File: src/rtl/tt_um_jleugeri_ttt_prog_sequencer.sv
// -----------------------------------------------------------------------------
// tt_um_jleugeri_ttt_prog_sequencer
//
// Programming-stream sequencer. It parses a byte stream of packets of the form
//   header (opcode in bits 7:5) | start id | count N | N data bytes
// and turns each data byte into one instruction for one processor core,
// walking the core id upward from the start id. If a packet addresses a core
// that does not exist, the sticky error flag is raised and the rest of the
// packet is swallowed.
//
// Ports
//   clock_fast   in   single clock, rising edge
//   reset        in   synchronous, active-high
//   hold         in   stalls acceptance and issue while high
//   in_data      in   [PROG_WIDTH-1:0] stream byte
//   in_valid     in   in_data valid
//   in_ready     out  byte accepted this cycle (transfer = in_valid & in_ready)
//   instruction  out  [2:0] opcode to the core, 0 = no operation
//   prog_data    out  [PROG_WIDTH-1:0] operand for instruction
//   neuron_id    out  [ID_BITS-1:0] target core for instruction
//   busy         out  high whenever a packet is in progress
//   packet_done  out  one-cycle pulse when a packet completes or is discarded
//   error        out  sticky addressing-fault flag
//
// PROG_WIDTH must be at least 8: the opcode sits in bits 7:5 and the count is
// an 8-bit field.
// -----------------------------------------------------------------------------
module tt_um_jleugeri_ttt_prog_sequencer #(
  parameter int PROG_WIDTH     = 8,
  parameter int NUM_PROCESSORS = 10,
  localparam int ID_BITS       = (NUM_PROCESSORS > 1) ? $clog2(NUM_PROCESSORS) : 1
) (
  input  logic                  clock_fast,
  input  logic                  reset,
  input  logic                  hold,
  input  logic [PROG_WIDTH-1:0] in_data,
  input  logic                  in_valid,
  output logic                  in_ready,
  output logic [2:0]            instruction,
  output logic [PROG_WIDTH-1:0] prog_data,
  output logic [ID_BITS-1:0]    neuron_id,
  output logic                  busy,
  output logic                  packet_done,
  output logic                  error
);

  typedef enum logic [2:0] {
    S_IDLE,
    S_ADDR,
    S_COUNT,
    S_DATA,
    S_DROP
  } state_t;

  // The id register is one bit wider than a stream byte so that incrementing
  // past the top byte value can never wrap back into the valid core range.
  localparam logic [PROG_WIDTH:0] NUM_P = (PROG_WIDTH+1)'(NUM_PROCESSORS);

  state_t                r_state;
  logic [2:0]            r_opcode;
  logic [PROG_WIDTH:0]   r_id;
  logic [7:0]            r_count;
  logic [2:0]            r_instruction;
  logic [PROG_WIDTH-1:0] r_prog_data;
  logic [ID_BITS-1:0]    r_neuron_id;
  logic                  r_packet_done;
  logic                  r_error;

  logic                  w_xfer;
  logic [PROG_WIDTH:0]   w_id_next;
  logic [7:0]            w_count_next;
  logic                  w_id_oob;
  logic                  w_id_next_oob;

  // Reset also masks ready so no byte is considered taken during reset.
  assign in_ready      = ~hold & ~reset;
  assign w_xfer        = in_valid & in_ready;

  assign w_id_next     = r_id + (PROG_WIDTH+1)'(1);
  assign w_id_oob      = (r_id >= NUM_P);
  assign w_id_next_oob = (w_id_next >= NUM_P);

  // Saturating decrement: the count is only nonzero in DATA/DROP, but the
  // guard keeps the field from ever underflowing.
  assign w_count_next  = (r_count != 8'd0) ? (r_count - 8'd1) : 8'd0;

  always_ff @(posedge clock_fast) begin
    if (reset) begin
      r_state       <= S_IDLE;
      r_opcode      <= '0;
      r_id          <= '0;
      r_count       <= '0;
      r_instruction <= '0;
      r_prog_data   <= '0;
      r_neuron_id   <= '0;
      r_packet_done <= 1'b0;
      r_error       <= 1'b0;
    end else begin
      // Issue and done are single-cycle pulses; operand and id keep their
      // last values between issues.
      r_instruction <= '0;
      r_packet_done <= 1'b0;

      if (w_xfer) begin
        unique case (r_state)
          S_IDLE: begin
            // A zero opcode header is a filler byte: consumed, nothing else.
            if (in_data[7:5] != 3'd0) begin
              r_opcode <= in_data[7:5];
              r_state  <= S_ADDR;
            end
          end

          S_ADDR: begin
            r_id    <= {1'b0, in_data};
            r_state <= S_COUNT;
          end

          S_COUNT: begin
            r_count <= in_data[7:0];
            if (in_data[7:0] == 8'd0) begin
              r_packet_done <= 1'b1;
              r_state       <= S_IDLE;
            end else if (w_id_oob) begin
              r_error <= 1'b1;
              r_state <= S_DROP;
            end else begin
              r_state <= S_DATA;
            end
          end

          S_DATA: begin
            r_instruction <= r_opcode;
            r_prog_data   <= in_data;
            r_neuron_id   <= r_id[ID_BITS-1:0];
            r_id          <= w_id_next;
            r_count       <= w_count_next;
            // Finishing the packet takes priority: running off the end of
            // the core range only matters if more bytes are still owed.
            if (w_count_next == 8'd0) begin
              r_packet_done <= 1'b1;
              r_state       <= S_IDLE;
            end else if (w_id_next_oob) begin
              r_error <= 1'b1;
              r_state <= S_DROP;
            end
          end

          S_DROP: begin
            r_count <= w_count_next;
            if (w_count_next == 8'd0) begin
              r_packet_done <= 1'b1;
              r_state       <= S_IDLE;
            end
          end

          default: r_state <= S_IDLE;
        endcase
      end
    end
  end

  assign instruction = r_instruction;
  assign prog_data   = r_prog_data;
  assign neuron_id   = r_neuron_id;
  assign busy        = (r_state != S_IDLE);
  assign packet_done = r_packet_done;
  assign error       = r_error;

endmodule

File: config.mk
export PLATFORM = sky130hd
export DESIGN_NAME = tt_um_jleugeri_ttt_prog_sequencer
export DESIGN_NICKNAME = d
export VERILOG_FILES = /design/src/rtl/tt_um_jleugeri_ttt_prog_sequencer.sv
export SDC_FILE = /design/constraint.sdc
export NUM_CORES = 1
export LEC_CHECK = 0
export CELL_PAD_IN_SITES_DETAIL_PLACEMENT = 1
export CELL_PAD_IN_SITES_GLOBAL_PLACEMENT = 1
export CORE_AREA = 2 2 83 85
export DETAILED_ROUTE_END_ITERATION = 8
export DIE_AREA = 0 0 85 87
export PLACE_DENSITY_LB_ADDON = 0.1
export SYNTH_ARGS = -nofsm -noshare
export SYNTH_HDL_FRONTEND = slang
export SYNTH_SLANG_ARGS = --single-unit
File: constraint.sdc
create_clock -name clock_fast -period 2.7 [get_ports clock_fast]
set_input_delay 0.405 -clock clock_fast [delete_from_list [all_inputs] [get_ports clock_fast]]
set_output_delay 0.405 -clock clock_fast [all_outputs]
set_load 0.01 [all_outputs]
==> qor.csv <==
metric,value,unit
leakage,1.004,nW
first_global_vias,2146,
cts_sinks,40,
drt-total-wl,6608,um
core,0.006569,mm^2
seq_area_frac_synth,0.3614,
port_buffers,30,
drv_slew,0,
synth-adder-area-share,0.02823,
cts_tree,built,
cp.arrival,1.80,ns
status,finished clean,
tightestPinTransition,0.6176,ns
gp_congestion,0.7983,
grt_usage,0.1875,
cp_top_family,simple AND/OR/NAND/NOR gates,
die_height,87,um
critPathLaunchType,flop,
antenna_found_initial,0,
die_area,0.007395,mm^2
dpl.hpwl,4722,um
antenna_left,0,
wl_per_cell,16.40,um
synth_warnings,0,
hold_viol_final,0,
numCtsBuffers,5,
clock_latency,0.30,ns
first_iter_violations,81,
drc_errors,0,
slowest_delay,0.50,ns
async_reset_ff_frac,0,
fmax,453.9,MHz
yosysUniqueCellTypes,47,
top_level_ports,31,
path_buf_inv,1,
ctsLongestPathBuffers,2,
grt_overflow_total,0,
power.density,463.2,mW/mm^2
maxSlewHeadroom,0.5855,
cts_resized,0,
avgSynthCellArea,7.563,um^2
area_growth,23.49,%
layout_common_cells,"nand2_1 (55), dfxtp_1 (40), a21oi_1 (36), nor2_1 (33), clkdlybuf4s50_1 (30)",
h-tree-depth,2,
drive_gt1_frac,0.07740,
min_period,2.203,ns
syn-cell-area,0.002216,mm^2
synth-edff-count,0,
syn_nets,310,
end_kind,output port,
skew,0.004154,ns
drtPass1Iterations,4,
clk_pin_slew_worst_paths,0.08,ns
synth_top_flop_cell,dfxtp_1,
worstPathRequired,2.30,ns
synth_top_family_by_area,simple AND/OR/NAND/NOR gates,
hp-class,reg2reg,
synth-compound-area-share,0.2276,
post_cts_buffers,0,
chipWidth,85,um
rsz0062_at_grt,no,
cp_max_fo,8,
vias,2151,
grt_max_degree,38,
fill_cells,795,
synth_xor_xnor_area_share,0.007905,
muxShareOfSynthArea,0.03840,
syn_inst,293,
worst-setup-path-type,reg2out,
ir_worst_vdd,0.0001953,V
post-route-util,0.4166,
initial_core_util,0.3373,
slowest_stage,clkdlybuf4s50_1,
worstPathCellList,"nor2_1, nand2_1, clkdlybuf4s50_1",
fin_crit_sh,0.8160,
std_cell_rows,30,
via_per_inst,5.337,
nNetsFinal,339,
grt_first_pass_wirelength,10890,um
diodes,0,
layout_commonest_cell,nand2_1,
ys_seq_elements,40,
yosys.area_share.simple,0.2931,
setup_tns,0,ns
cts_root_buffer,clkbuf_8,
cap_violations,0,
ctsHoldBuffers,0,
final-setup-viol-count,0,
-- final timing paths --
check	start	endpoint	slack (ns)	depth (start not counted)
worst min register to register	prog_data[4]$_SDFFE_PP0P_	prog_data[4]$_SDFFE_PP0P_	0.46	2
worst min-delay path	prog_data[4]$_SDFFE_PP0P_	prog_data[4]$_SDFFE_PP0P_	0.46	2
worst max-delay path	r_state[1]$_SDFFE_PP0P_	busy	0.50	3
worst max register to register	r_count[0]$_SDFFE_PP0P_	r_state[0]$_SDFFE_PP0P_	0.53	8
-- kinds of logic after synthesis --
kind of cell	Yosys count
simple gates	135
mux	8
buf+inv	24
xor+xnor	2
fa+ha+maj	5
flops	40
compound gates	79
-- layout make-up --
type	instances	area [um^2]	area share
timing repair buffer	38	360.3	0.1317
clock buffer	7	96.34	0.03521
inverter	8	30.03	0.01097
multi-input combinational	229	1319	0.4819
tap	80	100.1	0.03658
clock inverter	1	30.03	0.01097
sequential	40	800.8	0.2926
-- cells in the mapped netlist, types with 2 or more instances --
cell	number	area, um^2
and2_1	2	12.51
nand3b_1	2	15.01
or3_1	5	31.28
nor2_1	33	123.9
xnor2_1	2	17.52
inv_1	7	26.28
and3_1	8	50.05
nor3_1	5	25.02
a21oi_1	36	180.2
o21ai_0	8	40.04
nand2b_1	4	25.02
a211oi_1	5	37.54
dfxtp_1	40	800.8
mux2i_1	7	70.07
buf_2	5	25.02
ha_1	5	62.56
o21ai_1	10	50.05
a22oi_1	5	37.54
o31ai_1	2	15.01
nand3_1	6	30.03
nand4b_1	2	17.52
clkbuf_1	11	41.29
a21o_1	2	15.01
nor3b_1	3	22.52
nand2_1	55	206.5
nor4_1	2	12.51
-- where the power goes --
part	switching, mW	total (mW)	leakage, nW	internal (mW)
sequential	0.00939	0.605	0.323	0.595
clock	0.228	0.555	0.0645	0.327
combinational	0.0611	0.108	0.617	0.0469
-- flip-flops by register name, indices dropped and copies added, names as in the netlist, 3 cells and up --
register	count
r_id	9
prog_data	8
r_count	8
neuron_id	4
instruction	3
r_opcode	3
r_state	3
-- tightest hold or removal path: stages (launching register included) --
cell     delay (ns)
dfxtp_1        0.31
nand2_1        0.05
a21oi_1        0.05
-- metal layers --
layer	track usage	share of wire	vias up
li1	-	-	1087
met1	0.2441	0.49	1023
met2	0.3132	0.46	31
met3	0.03412	0.028	10
met4	0.06349	0.016	0
met5	0	0	-
-- metrics by stage --
step	hold slack [ns]	std cells	instance area (um^2)	total power, mW	setup WS [ns]
floorplan	0.4321	293	2216	0.6757	0.8193
global placement	0.4444	395	2610	0.7268	0.2995
detailed placement	0.4483	395	2610	0.7273	0.3060
CTS	0.4599	403	2736	1.284	0.5095
global route	0.4756	403	2736	1.322	0.3518
finish	0.4570	403	2736	1.267	0.4968
No activity file was read; power rests on OpenSTA's default activity.
